### src/rtl/clock_display.sv
// Six-digit multiplexed HH:MM:SS seven-segment driver with per-field blink.
// One coherent time snapshot per scan frame; all outputs registered.
module clock_display #(
  parameter int unsigned SCAN_DIV  = 1000,
  parameter int unsigned BLINK_DIV = 250000
) (
  input  logic       i_clk,
  input  logic       i_rstn,
  input  logic [5:0] i_sec,
  input  logic [5:0] i_min,
  input  logic [4:0] i_hr,
  input  logic [2:0] i_blink,
  output logic [6:0] o_seg,
  output logic       o_dp,
  output logic [5:0] o_digit_en
);

  logic [15:0] presc_q, presc_d;
  logic [2:0]  idx_q, idx_d;
  logic [5:0]  sec_q, sec_d;
  logic [5:0]  min_q, min_d;
  logic [4:0]  hr_q, hr_d;
  logic [23:0] blink_cnt_q, blink_cnt_d;
  logic        blink_ph_q, blink_ph_d;
  logic [6:0]  seg_q, seg_d;
  logic        dp_q, dp_d;
  logic [5:0]  digit_en_q, digit_en_d;

  logic        scan_tick;
  logic [5:0]  fld_val;
  logic        fld_oor;
  logic        fld_blk;
  logic [3:0]  digit;

  function automatic logic [6:0] seg_of(input logic [3:0] d);
    case (d)
      4'd0:    return 7'h3F;
      4'd1:    return 7'h06;
      4'd2:    return 7'h5B;
      4'd3:    return 7'h4F;
      4'd4:    return 7'h66;
      4'd5:    return 7'h6D;
      4'd6:    return 7'h7D;
      4'd7:    return 7'h07;
      4'd8:    return 7'h7F;
      4'd9:    return 7'h6F;
      default: return 7'h40;
    endcase
  endfunction

  assign scan_tick = (presc_q == 16'(SCAN_DIV - 1));

  always_comb begin
    presc_d     = scan_tick ? 16'd0 : presc_q + 16'd1;
    idx_d       = idx_q;
    sec_d       = sec_q;
    min_d       = min_q;
    hr_d        = hr_q;
    blink_cnt_d = blink_cnt_q + 24'd1;
    blink_ph_d  = blink_ph_q;

    if (scan_tick) begin
      if (idx_q == 3'd5) begin
        idx_d = 3'd0;
        // Frame boundary: capture all three fields together so a frame never tears.
        sec_d = i_sec;
        min_d = i_min;
        hr_d  = i_hr;
      end else begin
        idx_d = idx_q + 3'd1;
      end
    end

    if (blink_cnt_q == 24'(BLINK_DIV - 1)) begin
      blink_cnt_d = 24'd0;
      blink_ph_d  = ~blink_ph_q;
    end
  end

  always_comb begin
    fld_val = sec_q;
    fld_oor = 1'b0;
    fld_blk = 1'b0;
    case (idx_q)
      3'd0, 3'd1: begin
        fld_val = sec_q;
        fld_oor = (sec_q > 6'd59);
        fld_blk = i_blink[0];
      end
      3'd2, 3'd3: begin
        fld_val = min_q;
        fld_oor = (min_q > 6'd59);
        fld_blk = i_blink[1];
      end
      3'd4, 3'd5: begin
        fld_val = {1'b0, hr_q};
        fld_oor = (hr_q > 5'd23);
        fld_blk = i_blink[2];
      end
      default: ;
    endcase

    digit = idx_q[0] ? 4'(fld_val / 6'd10) : 4'(fld_val % 6'd10);
    seg_d = fld_oor ? 7'h40 : seg_of(digit);
    // Blank wins over the out-of-range dash; the digit strobe keeps scanning.
    if (fld_blk && !blink_ph_q) seg_d = 7'h00;

    dp_d       = (idx_q == 3'd2) || (idx_q == 3'd4);
    digit_en_d = 6'b000001 << idx_q;
  end

  always_ff @(posedge i_clk or negedge i_rstn) begin
    if (!i_rstn) begin
      presc_q     <= '0;
      idx_q       <= '0;
      sec_q       <= '0;
      min_q       <= '0;
      hr_q        <= '0;
      blink_cnt_q <= '0;
      blink_ph_q  <= 1'b1;
      seg_q       <= '0;
      dp_q        <= 1'b0;
      digit_en_q  <= '0;
    end else begin
      presc_q     <= presc_d;
      idx_q       <= idx_d;
      sec_q       <= sec_d;
      min_q       <= min_d;
      hr_q        <= hr_d;
      blink_cnt_q <= blink_cnt_d;
      blink_ph_q  <= blink_ph_d;
      seg_q       <= seg_d;
      dp_q        <= dp_d;
      digit_en_q  <= digit_en_d;
    end
  end

  assign o_seg      = seg_q;
  assign o_dp       = dp_q;
  assign o_digit_en = digit_en_q;

endmodule

### config.mk
export PLATFORM = sky130hd
export DESIGN_NAME = clock_display
export DESIGN_NICKNAME = d
export VERILOG_FILES = /design/src/rtl/clock_display.sv
export SDC_FILE = /design/constraint.sdc
export NUM_CORES = 1
export LEC_CHECK = 0
export BUFFER_PORTS_ARGS = -buffer_cell sky130_fd_sc_hd__buf_4
export CAP_MARGIN = 10
export CORE_MARGIN = 2
export CORE_UTILIZATION = 40
export DETAILED_ROUTE_END_ITERATION = 16
export GPL_ROUTABILITY_DRIVEN = 0
export PLACE_DENSITY = 0.58
export SLEW_MARGIN = 20
export SYNTH_ARGS = -nofsm -noshare
export SYNTH_HDL_FRONTEND = slang
export SYNTH_SLANG_ARGS = --single-unit
### constraint.sdc
create_clock -name i_clk -period 11.15 [get_ports i_clk]
set_input_delay 2.23 -clock i_clk [delete_from_list [all_inputs] [get_ports i_clk]]
set_output_delay 2.23 -clock i_clk [all_outputs]
set_load 0.01 [all_outputs]
## Word-level counts from Yosys, hierarchy flattened

Memory sizes are Yosys's and may differ from the RTL's.
Index checks and enable logic that the tools add are counted.

- Memory bits (read-only): 112
- Bits of input ports: 22
- Register bits: 75
- Memories kept: 1

- Shift-type cells: 1
- Reductions and logical operators: 8
- Order comparisons: 3
- Div/mod/pow operators: 2
- Add/sub/neg operators: 3
- Multiplexer cells: 9
- Equal/unequal tests: 7
- Bitwise gates (word level): 1

Memories:

| name | depth | width | read ports | clocked after memory_dff | write ports | line | text |
|---|---|---|---|---|---|---|---|
| (no name shown) | 16 | 7 | 1 | 0 | 0 | 36 | `case (d)` |

Operator list:

| kind | count |
|---|---|
| $add A24 B1 Y24 const B | 1 |
| $eq A24 B18 Y1 const B | 1 |
| $mux W24 | 1 |
| $add A16 B1 Y16 const B | 1 |
| $eq A16 B10 Y1 const B | 1 |
| $mux W16 | 1 |
| $mux W7 | 2 |
| $gt A6 B6 Y1 const B | 2 |
| $pmux W6 S2 | 1 |
| $div A6 B4 Y6 const B | 1 |
| $eq A3 B2 Y1 const B | 2 |
| $eq A3 B3 Y1 const B | 2 |
| $mod A6 B4 Y6 const B | 1 |
| $pmux W1 S3 | 2 |
| $reduce_or A2 Y1 | 3 |
| $shl A1 B3 Y6 const A | 1 |
| $gt A5 B5 Y1 const B | 1 |
| $mux W4 | 1 |
| $add A3 B1 Y3 const B | 1 |
| $eq A3 B1 Y1 const B | 1 |
| $logic_not A3 Y1 | 1 |
| $mux W3 | 1 |
| $reduce_and A2 Y1 | 1 |
| $logic_and A1 B1 Y1 | 1 |
| 3 further kinds | 3 |

## Longest topological paths before layout

An unclocked memory read counts as a cell.

- Word-level depth: 8
- Gate-level depth with buffers: 22

## Worst setup path before layout

OpenSTA, ideal clock, no wires.

- Kind: flip-flop to flip-flop
- Start point: register idx_q[0]
- End point: register seg_q[0] (netlist: o_seg[0])
- Setup slack: 7,029 ps
- Path buffers: 2
- Cell stages (with the launch flop): 21
- Setup time: 82 ps
- Data required time: 11,068 ps
- Arrival: 4,039 ps
- Cells stage by stage: dfrtp_1 -> buf_4 -> and2_1 -> ha_1 -> or3b_2 -> a21oi_1 -> o211ai_1 -> buf_2 -> nor2_1 -> nor2_1 -> ha_1 -> o21ai_0 -> a221oi_1 -> o21a_1 -> o32ai_1 -> a211oi_1 -> a211oi_1 -> inv_1 -> ha_1 -> mux2_2 -> o22ai_1

- Word-level cells in the longest chain between the ends: 8

Ends and longest elaborated chain:

| what | line | text |
|---|---|---|
| from (decl) | 19 | `logic [2:0] idx_q, idx_d;` |
| from (signal assigned) | 126 | `idx_q <= idx_d;` |
| $eq A3 B3 Y1 or $eq A3 B2 Y1 (tied branches) | 84 | `case (idx_q)` |
| $reduce_or A2 Y1 | 84 |  |
| $pmux W6 S2 | 84 |  |
| $mod A6 B4 Y6 or $div A6 B4 Y6 (tied branches) | 103 | `digit = idx_q[0] ? 4'(fld_val / 6'd10) : 4'(fld_val % 6'd10);` |
| $mux W4 | 103 |  |
| $mem_v2 Z16 W7 | - |  |
| $mux W7 | 104 | `seg_d = fld_oor ? 7'h40 : seg_of(digit);` |
| $mux W7 (*) | 106 | `if (fld_blk && !blink_ph_q) seg_d = 7'h00;` |
| named net seg_d[0] | 25 | `logic [6:0] seg_q, seg_d;` |
| to (signal assigned) | 132 | `seg_q <= seg_d;` |
| to (decl) | 25 |  |

The timed path passes the listed nets; every way through them passes the cells marked *.
A chain may end at the register's enable or synchronous reset.

## Worst setup path after layout

- Start point: register idx_q[0]
- End point: register seg_q[3] (netlist: o_seg[3])

The elaborated chain is that of the path after synthesis.

==> impl_metrics.ini <==
[routing]
post_drt_via_cell_ratio = 5.18
num_vias = 2768
drc = 0
routedWlPerCell_um = 14.1
ant_nets = 0
routed_wl_mm = 7.55
dr.pass1.iters = 4
drt_iter0_drc = 81

[die]
core_um2 = 9590
die_h_um = 103
initial_core_util_pct = 40.6
die_area_um2 = 10500
die_width_um = 103
row_count = 36
io_pins = 36

[timing]
max_freq_mhz = 199
rsz0062_at_grt = false
slew-limit-headroom_pct = 37.4
finalSetupViolations = 0
fin_crit_sh_pct = 45.1
skew_ns = 0.0102
timing_hold_violations_final = 0
slew_viol_final = 0
setup_tns_ns = 0
setup_ws_ns = 6.12
tightest_slew_ns = 0.939
post-route-min-period_ns = 5.03

[clock_network]
cts_tree = built
clock_latency_ns = 0.34
clk_path_buf_depth = 2
cts_setup_buffers = 0
holdBufCountCts = 0
cts_buffers = 9
clkTransAtPathRegs_ns = 0.09
cts-root-buf = clkbuf_8
htreeDepth = 3
cts_resized = 0
cts_sinks = 75

[layout]
syn_to_final_growth_pct = 15.2
layout-drive-gt1-share_pct = 23.4
stdcell_count = 534
nNetsFinal = 428
diodes = 0

[global_routing]
grt_first_pass_wirelength_mm = 12.5
antenna_found_initial = 0
gr-total-overflow = 0
grt_max_degree = 76
grt_usage_pct = 15.3
grt_pass1_vias = 2662

[critical_path]
cp.required_ns = 11.42
critPathCaptureType = register
cp-start-kind = register
worstPathArrival_ns = 5.31
critPathMaxFanout = 15
worstSetupPathType = reg2reg

[yosys]
ys.flop_type = dfrtp_1
synth-seq-cells = 75
syn_avg_cell_area_um2 = 10.8
netlist_instances = 362
syn_area_um2 = 3900
synth_cell_type_count = 71
syn_nets = 394
synth-edff-count = 0
yosysSeqAreaShare_pct = 48.2
async_flop_share_pct = 100
ys_warn_count = 0

[placement]
dp_cells = 518
pre_cts_slack_ns = 6.19
dp_hpwl_mm = 5.33
io_buffers = 35

[job]
max_cap_violations = 0

[power_and_ir_drop]
irDropWorstVdd_uv = 68.5
p_total_mw = 0.531
power.density_nw_per_um2 = 118
power_leakage_nw = 2.10

[hold_path]
hold_path.class = reg2reg

[outcome]
status = completed
==> cell families (layout without fill, tap and decap cells) <==
group | after synthesis | after routing | synth area share (%)
buf+inv | 23 | 62 | 3.27
simple gates | 137 | 137 | 19.1
flops | 75 | 75 | 48.2
xor+xnor | 40 | 40 | 8.99
fa+ha+maj | 10 | 10 | 3.21
compound gates | 55 | 55 | 10.9
mux | 22 | 22 | 6.36
==> cells in the final DEF (no fill, tap or decap), types with 4 or more instances in the layout <==
cell type	synthesis	final
inv_1	7	7
and3_1	13	13
clkbuf_8	0	9
xnor2_1	21	21
buf_4	1	37
nand3_1	23	23
xor2_1	19	19
dfrtp_1	74	74
mux2_2	18	18
nor2_1	32	32
nor3_1	4	4
ha_1	10	10
and2_1	5	5
a21oi_1	9	9
nand2_1	20	20
nor2b_1	4	4
o21ai_0	8	8
a211oi_1	4	4
nor4_1	6	5
or2_2	4	4
==> worst max-delay path, stage by stage (launching register included) <==
cell and delay, ns:
dfrtp_1 0.63, and2_1 0.22, ha_1 0.36, nor2b_1 0.08, a32o_1 0.29, o211ai_1 0.60
nor2_1 0.15, nor2_1 0.17, ha_1 0.17, o21ai_0 0.07, a221oi_1 0.33, nand3_1 0.12
a21boi_1 0.32, nor2_1 0.10, ha_1 0.28, and2b_1 0.16, o311ai_0 0.11, nand3_2 0.32
mux2_4 0.39, o22ai_2 0.08
==> registers in the layout, indices dropped and copies added (netlist names) <==
signal	flops
o_dp	1
presc_q	16
idx_q	3
blink_cnt_q	24
min_q	6
hr_q	5
o_digit_en	6
o_seg	7
blink_ph_q	1
sec_q	6
==> through the flow <==
stage	hold slack (ns)	util [%]	area (um2)
floorplan	0.443	-	3900
global placement	0.463	44.4	4260
detailed placement	0.470	44.4	4260
CTS	0.486	46.8	4490
global route	0.505	46.8	4490
finish	0.477	46.8	4490
==> cell type report <==
| class | instances | area (um2) |
|---|---|---|
| Multi-Input combinational cell | 264 | 1900 |
| Timing Repair Buffer | 37 | 278 |
| Inverter | 9 | 38.8 |
| Clock inverter | 7 | 108 |
| Tap cell | 133 | 166 |
| Fill cell | 938 | 5100 |
| Clock buffer | 9 | 124 |
| Sequential cell | 75 | 1880 |
==> metal layers <==
layer / share of wire [%] / wire [um] / track usage (%)
met5: 0 / 0 / 0
met4: 1.6 / 121 / 5.33
met2: 49 / 3720 / 25.0
met3: 3.4 / 253 / 3.80
met1: 46 / 3450 / 19.9
==> Yosys cell counts, types with 5 or more instances <==
library cell / instances / area share [%]
dfrtp_1: 74 / 48
nor2_1: 32 / 3.1
nand3_1: 23 / 3.0
xnor2_1: 21 / 4.7
nand2_1: 20 / 1.9
xor2_1: 19 / 4.3
mux2_2: 18 / 5.2
and3_1: 13 / 2.1
ha_1: 10 / 3.2
a21oi_1: 9 / 1.2
o21ai_0: 8 / 1.0
inv_1: 7 / 0.67
clkbuf_1: 6 / 0.58
nor4_1: 6 / 0.96
and2_1: 5 / 0.80
==> power by group <==
| group | switching (mW) | total (mW) | internal, mW |
|---|---|---|---|
| clock | 0.113 | 0.243 | 0.130 |
| sequential | 0.000315 | 0.273 | 0.273 |
| combinational | 0.00812 | 0.0150 | 0.00693 |
| total | 0.121 | 0.531 | 0.410 |
==> worst paths after layout <==
path | start | to | slack [ns] | depth (start not counted)
worst max-delay path | idx_q[0] | o_seg[3] | 6.12 | 19
worst min-delay path | presc_q[15] | presc_q[15] | 0.48 | 1
worst max register to register | idx_q[0] | o_seg[3] | 6.12 | 19
worst min register to register | presc_q[15] | presc_q[15] | 0.48 | 1
max in group asynchronous | i_rstn | min_q[5] | 8.51 | 1
min in group asynchronous | i_rstn | min_q[0] | 2.01 | 1
(Power assumes the default switching activity.)
